$ cat config.mk
export PLATFORM = sky130hd
export DESIGN_NAME = flag_branch_unit
export DESIGN_NICKNAME = d
export VERILOG_FILES = /design/src/rtl/flag_branch_unit_pkg.sv /design/src/rtl/flag_branch_unit_cond_decode.sv /design/src/rtl/flag_branch_unit.sv
export SDC_FILE = /design/constraint.sdc
export NUM_CORES = 1
export LEC_CHECK = 0
export BUFFER_PORTS_ARGS = -buffer_cell sky130_fd_sc_hd__buf_4
export CAP_MARGIN = 20
export CORE_UTILIZATION = 40
export DETAILED_ROUTE_END_ITERATION = 10
export GPL_TIMING_DRIVEN = 0
export PLACE_DENSITY = 0.7
export SLEW_MARGIN = 20
export SYNTH_ARGS = -nofsm -noshare
export SYNTH_HDL_FRONTEND = slang
export SYNTH_SLANG_ARGS = --single-unit
$ cat constraint.sdc
create_clock -name clk -period 3 [get_ports clk]
set_input_delay 0.3 -clock clk [delete_from_list [all_inputs] [get_ports clk]]
set_output_delay 0.3 -clock clk [all_outputs]
set_load 0.02 [all_outputs]
$ cat src/rtl/flag_branch_unit_pkg.sv
// Shared definitions for the branch-resolution slice: condition codes,
// FLAGS bit positions and the resolver FSM state encoding.
package flag_branch_unit_pkg;

  // Condition codes carried on req_cond
  localparam logic [3:0] COND_EQ = 4'h0;
  localparam logic [3:0] COND_NE = 4'h1;
  localparam logic [3:0] COND_CS = 4'h2;
  localparam logic [3:0] COND_CC = 4'h3;
  localparam logic [3:0] COND_MI = 4'h4;
  localparam logic [3:0] COND_PL = 4'h5;
  localparam logic [3:0] COND_VS = 4'h6;
  localparam logic [3:0] COND_VC = 4'h7;
  localparam logic [3:0] COND_HI = 4'h8;
  localparam logic [3:0] COND_LS = 4'h9;
  localparam logic [3:0] COND_GE = 4'hA;
  localparam logic [3:0] COND_LT = 4'hB;
  localparam logic [3:0] COND_GT = 4'hC;
  localparam logic [3:0] COND_LE = 4'hD;
  localparam logic [3:0] COND_AL = 4'hE;
  localparam logic [3:0] COND_NV = 4'hF;

  // Bit positions inside the 4-bit FLAGS register
  localparam int unsigned FLG_N = 3;
  localparam int unsigned FLG_Z = 2;
  localparam int unsigned FLG_C = 1;
  localparam int unsigned FLG_V = 0;

  typedef enum logic [1:0] {
    ST_IDLE       = 2'd0,
    ST_WAIT_FLAGS = 2'd1,
    ST_EVAL       = 2'd2,
    ST_UPDATE     = 2'd3
  } state_e;

endpackage

$ cat src/rtl/flag_branch_unit_cond_decode.sv
// Combinational condition-code evaluator.
// Ports: flags[3:0] (N,Z,C,V), cond[3:0] condition code, cond_true result.
module flag_branch_unit_cond_decode
  import flag_branch_unit_pkg::*;
(
  input  logic [3:0] flags,
  input  logic [3:0] cond,
  output logic       cond_true
);

  logic n, z, c, v;

  assign n = flags[FLG_N];
  assign z = flags[FLG_Z];
  assign c = flags[FLG_C];
  assign v = flags[FLG_V];

  always_comb begin
    cond_true = 1'b0;
    case (cond)
      COND_EQ: cond_true = z;
      COND_NE: cond_true = !z;
      COND_CS: cond_true = c;
      COND_CC: cond_true = !c;
      COND_MI: cond_true = n;
      COND_PL: cond_true = !n;
      COND_VS: cond_true = v;
      COND_VC: cond_true = !v;
      COND_HI: cond_true = c && !z;
      COND_LS: cond_true = !c || z;
      COND_GE: cond_true = (n == v);
      COND_LT: cond_true = (n != v);
      COND_GT: cond_true = !z && (n == v);
      COND_LE: cond_true = z || (n != v);
      COND_AL: cond_true = 1'b1;
      COND_NV: cond_true = 1'b0;
      default: cond_true = 1'b0;
    endcase
  end

endmodule

$ cat src/rtl/flag_branch_unit.sv
// Conditional-branch resolver: accepts a branch request, waits for in-flight
// flag writers to drain, samples FLAGS once, and issues a one-cycle PC load
// with the target or fall-through address. Keeps saturating statistics.
// Ports: clk/rst_b; flags, flags_busy from the ALU; req_* handshake from
// control; pc_ld/pc_next/taken to the PC; stat_clr, cnt_total, cnt_taken.
module flag_branch_unit
  import flag_branch_unit_pkg::*;
#(
  parameter int unsigned AW     = 16,
  parameter int unsigned CW     = 16,
  parameter int unsigned PC_INC = 1
) (
  input  logic          clk,
  input  logic          rst_b,
  input  logic [3:0]    flags,
  input  logic          flags_busy,
  input  logic          req_valid,
  output logic          req_ready,
  input  logic [3:0]    req_cond,
  input  logic [AW-1:0] req_target,
  input  logic [AW-1:0] req_pc,
  output logic          pc_ld,
  output logic [AW-1:0] pc_next,
  output logic          taken,
  input  logic          stat_clr,
  output logic [CW-1:0] cnt_total,
  output logic [CW-1:0] cnt_taken
);

  localparam logic [CW-1:0] CNT_MAX = '1;

  state_e        state;
  logic [3:0]    cond_q;
  logic [3:0]    flag_q;
  logic [AW-1:0] target_q;
  logic [AW-1:0] pc_q;
  logic [3:0]    dec_flags;
  logic          cond_true;

  // Live FLAGS are looked at only in EVAL; afterwards the latched copy is used
  // so later flag writes cannot disturb the outcome.
  assign dec_flags = (state == ST_EVAL) ? flags : flag_q;

  flag_branch_unit_cond_decode u_cond_decode (
    .flags     (dec_flags),
    .cond      (cond_q),
    .cond_true (cond_true)
  );

  // Resolver FSM, registered outputs and statistics counters
  always_ff @(posedge clk or negedge rst_b) begin
    if (!rst_b) begin
      state     <= ST_IDLE;
      req_ready <= 1'b1;
      pc_ld     <= 1'b0;
      pc_next   <= '0;
      taken     <= 1'b0;
      cond_q    <= '0;
      flag_q    <= '0;
      target_q  <= '0;
      pc_q      <= '0;
      cnt_total <= '0;
      cnt_taken <= '0;
    end else begin
      pc_ld <= 1'b0;
      case (state)
        ST_IDLE: begin
          if (req_valid) begin
            cond_q    <= req_cond;
            target_q  <= req_target;
            pc_q      <= req_pc;
            req_ready <= 1'b0;
            state     <= flags_busy ? ST_WAIT_FLAGS : ST_EVAL;
          end
        end
        ST_WAIT_FLAGS: begin
          if (!flags_busy) state <= ST_EVAL;
        end
        ST_EVAL: begin
          // Outcome is registered here so it is presented alongside pc_ld
          flag_q  <= flags;
          taken   <= cond_true;
          pc_next <= cond_true ? target_q : pc_q + AW'(PC_INC);
          pc_ld   <= 1'b1;
          state   <= ST_UPDATE;
        end
        ST_UPDATE: begin
          req_ready <= 1'b1;
          state     <= ST_IDLE;
        end
        default: begin
          req_ready <= 1'b1;
          state     <= ST_IDLE;
        end
      endcase

      // Clear takes priority over a coincident update
      if (stat_clr) begin
        cnt_total <= '0;
        cnt_taken <= '0;
      end else if (state == ST_UPDATE) begin
        if (cnt_total != CNT_MAX) cnt_total <= cnt_total + CW'(1);
        if (cond_true && (cnt_taken != CNT_MAX)) cnt_taken <= cnt_taken + CW'(1);
      end
    end
  end

endmodule

# After elaboration in Yosys (flattened, before gate mapping)
# Cells that the tools add are included.
# op_classes
reduce_logical	20
eq_ne	24
n_addsub	3
n_mux	16
# op_table
op	count
2-to-1 mux 16 bit	7
adder 16 x 1 -> 16 bit (second input constant)	3
equality test 4 bit (second input constant)	8
!= test 16 bit (second input constant)	2
equality test 4 x 3 -> 1 bit (second input constant)	4
one-hot mux 1 bit (16 select lines)	1
AND reduction 2 bit	5
equality test 4 x 2 -> 1 bit (second input constant)	2
one-hot mux 2 bit (4 select lines)	1
nonzero test 2 bit	4
2-to-1 mux 2 bit	3
equality test 2 bit (second input constant)	2
equality test 4 x 1 -> 1 bit (second input constant)	1
logical NOT 1 bit	4
logical NOT 4 bit	1
2-to-1 mux 4 bit	1
!= test 2 bit (second input constant)	2
logical AND 1 bit	3
equality test 2 x 1 -> 1 bit (second input constant)	1
logical NOT 2 bit	1
logical OR 1 bit	2
2-to-1 mux 1 bit	2
one-hot mux 1 bit (2 select lines)	1
equality test 1 bit	1
!= test 1 bit	1
# word_totals
reg_bits	93
input_bits	45
word_cells	74
output_inout_bits	51

# Logic depth before layout (Yosys ltp)
# logic_depth
word_depth	9
depth_mapped	12
depth_no_buf	10

# Hierarchy
# From an unflattened synthesis, not the netlist that was laid out.
# hier_totals
cells_unflattened	448
area_unflattened_um2	4659.5
# modules_own_cells
module	cells_per_inst	n_inst	seq_area_each_um2	area_each_um2
flag_branch_unit	425	1	2328.5	4504.3
flag_branch_unit_cond_decode	23	1	0.0	155.1

# Worst setup path after synthesis
# OpenSTA, ideal clock, no wires.
# synth_path
kind	reg2reg
from	register state[0]
to	register cnt_taken[14]
required_time_ns	2.922
path_buffers	1
arrival_ns	2.505
setup_slack_ns	0.417
setup_ns	0.078
synth_period_minus_slack_ns	2.583
stages_incl_launch_ff	11
cell_sequence	dfrtp_1 inv_1 ha_1 mux2_2 a2111o_1 a31oi_1 o31ai_2 a21o_1 buf_6 or4_1 a21oi_1
# synth_between
elab_chain_len	8
elab_cells_between_ends	18
classes_between	eq/ne (4); mux (2); reduce/logical (12)
# synth_lines
item	line	text
start, declared	flag_branch_unit.sv:32	state_e state;
start signal, assigned	flag_branch_unit.sv:73	state <= flags_busy ? ST_WAIT_FLAGS : ST_EVAL;
equality test 2 bit (*)	flag_branch_unit.sv:42	assign dec_flags = (state == ST_EVAL) ? flags : flag_q;
2-to-1 mux 4 bit (*)	-	
named net dec_flags[2]	flag_branch_unit.sv:37	logic [3:0] dec_flags;
logical NOT 1 bit	flag_branch_unit_cond_decode.sv:22, flag_branch_unit_cond_decode.sv:29, flag_branch_unit_cond_decode.sv:33	
logical AND 1 bit, on equally long branches	flag_branch_unit_cond_decode.sv:33, flag_branch_unit_cond_decode.sv:29	
one-hot mux 1 bit (16 select lines) (*)	flag_branch_unit_cond_decode.sv:20	case (cond)
logical AND 1 bit (*)	flag_branch_unit.sv:103	if (cond_true && (cnt_taken != CNT_MAX)) cnt_taken <= cnt_taken + CW'(1);
nonzero test 2 bit (no source line) (*)	-	
AND reduction 2 bit (no source line) (*)	-	
end signal, assigned	flag_branch_unit.sv:103	
end, declared	flag_branch_unit.sv:27	output logic [CW-1:0] cnt_taken
# Mark *: on every way through the listed nets, which the timed path passes. The rest lies on a longest branch.
# A chain may end at the register's enable or synchronous reset.

# Worst setup path after layout
# layout_path
from	register state[0]
to	register cnt_taken[12]
# Same word-level chain as after synthesis.

==> reports/qor.yml <==
cpMaxStageDelayCell: "dfrtp_1"
ant_nets: 0
hold_class: "input pin to async pin"
fp.dieH_um: 109
numPortBuffers: 94
status: "completed"
cpLargestDelayFamily: "compound AO/OA/AOI/OAI gates"
fmax_mhz: 347
synthCells: 433
die_w_um: 109
cts_sinks: 93
drv_slew: 0
start_kind: "register"
num_vias: 3705
fillers: 999
viasPerCell: 5.42
grt_overflow: 0
multi_input_area_um2: 2160
timing.final.crit_share_pct: 95.9
syn_nets: 485
htreeDepth: 3
clk_latency_ps: 340
gp_congestion: 0.836
yosys.area.top_type_share_pct: 50.1
powerDensity_nw_per_um2: 978
synth_seq_area_share_pct: 50.7
core_um2: 11000
cp_cell_sequence: "inv_1 > ha_4 > mux2_2 > a2111o_1 > a31oi_1 > o31ai_4 > a21o_1 > buf_6 > or4_1 > a21oi_1"
std_cell_rows: 38
path_class: "register to register"
cts-root-buf: "clkbuf_16"
routed_wl_um: 10700
synth_seq_cells: 93
cts_made_buffers: 9
synth_most_common_cell: "dfrtp_1"
yosys-top-cells-count: "dfrtp_1, nor2_1, mux2_2"
drtIter0Drc: 204
ys_types: 48
clk_pin_slew_ps: 70
holdWs_ps: 33.4
die_area_um2: 11900
setup_viol: 0
syn_area_um2: 4590
rsz0062_at_grt: "false"
initial_utilization_pct: 41.6
area_growth_pct: 28.0
drc_errors: 0
dp_slack_ps: -332
wire_per_inst_um: 15.6
min_period_ps: 2880
synthArstFlopShare_pct: 100
grt_pass1_vias: 3638
power_mw: 5.75
crit_fanout: 10
hold_viol: 0
tightest_slew_ps: 858
fin_ws_ps: 122
max_stage_delay_ps: 440
yosys_warnings: 0
grt_usage_pct: 19.3
vdd_drop_max_mv: 0.513
layout-drive-gt1-share_pct: 31.1
ctsLongestPathBuffers: 2
pin_count: 96
slew_headroom_pct: 42.8
fin_tns_setup_ps: 0
antenna_found_initial: 0
leakage_nw: 2.62
required_ps: 3270
tritoncts: "built"
synth_edf_count: 0
skew_ps: 7.52
reg2reg_depth: 10
avgSynthCellArea_um2: 10.6
maxCapViolations: 0
end_kind: "register"
r2r_setup_slack_ps: 120
synthFlopType: "dfrtp_1"
place_hpwl_um: 7490
grt_pass1_wl_um: 17700
grt_max_degree: 94
synth.area.top_cells: "dfrtp_1, mux2_2, nor2_1"
drtPass1Iterations: 4
n_antenna_cell: 0
fin_nets: 590
critical_path_buf_inv_count: 2
seqCellArea_um2: 2330
worst-path-stages: 10
synth_top_area_cell: "dfrtp_1"
cp.arrival_ps: 3150
[metrics by stage]
step | std cells | utilization (%) | instance area [um2]
6_report | 683 | 53.3 | 5880
4_1_cts | 683 | 52.9 | 5830
3_5_place_dp | 667 | 49.6 | 5480
5_1_grt | 683 | 53.3 | 5880
2_1_floorplan | 433 | - | 4590
3_3_place_gp | 667 | 49.6 | 5470
[cells in the final DEF (no fill, tap or decap), types with 18 or more instances in the layout]
cell type and instances:
a21oi_1 18, buf_4 94, nand3_1 23, inv_1 23
nor2_1 52, mux2_2 41, dfrtp_1 92, xnor2_1 18
nand2_1 23
[registers in the layout, indices dropped and copies added (netlist names)]
register,flops
cnt_total,16
cnt_taken,16
flag_q,4
taken,1
state,2
req_ready,1
pc_next,16
target_q,16
pc_q,16
cond_q,4
pc_ld,1
[layer usage]
metal	share of wire, %	vias up	global-route usage (%)
li1	-	1745	-
met1	45	1833	24.1
met2	48	113	32.1
met3	6.0	14	5.08
met4	1.6	0	6.66
met5	0	-	0
[kinds of logic (layout without fill, tap and decap cells)]
family,count (synthesis),count (layout),share of synthesized area (%)
and+or+nand+nor,146,146,15.8
DFF,93,93,50.7
AOI/OAI and AO/OA,63,63,9.57
muxes,50,50,12.0
buffers and inverters,41,151,3.65
xor gates and xnor gates,33,33,6.30
adders and majority gates,7,7,1.91
[repair_timing]
item | in CTS | in global routing
gates resized for setup | 5 | 9
setup buffers | 0 | 0
hold buffers | 0 | 0
endpoints found under the setup margin | 11 | 21
pin swaps | 0 | 1
[final timing paths]
check	end	startpoint
max in group asynchronous	pc_q[12]	rst_b
max reg2reg	cnt_taken[12]	state[0]
min reg2reg	target_q[10]	target_q[10]
min	cnt_taken[11]	rst_b
min in group clk	target_q[7]	req_target[7]
max	cnt_taken[12]	state[0]
[where the power goes]
group | internal (mW) | leakage [nW] | switching (mW) | total, mW
clock network | 0.812 | 0.169 | 0.499 | 1.31
logic | 1.12 | 1.30 | 1.26 | 2.37
registers | 1.71 | 1.15 | 0.350 | 2.06
[area by class of cell]
type | count | area share [%]
Inverter | 23 | 1.47
Sequential cell | 93 | 39.6
Timing Repair Buffer | 94 | 12.1
Multi-Input combinational cell | 299 | 36.7
Buffer | 18 | 1.40
Clock inverter | 7 | 1.94
Tap cell | 140 | 2.98
Clock buffer | 9 | 3.83
Note: power is estimated with default switching activity, not from simulation.
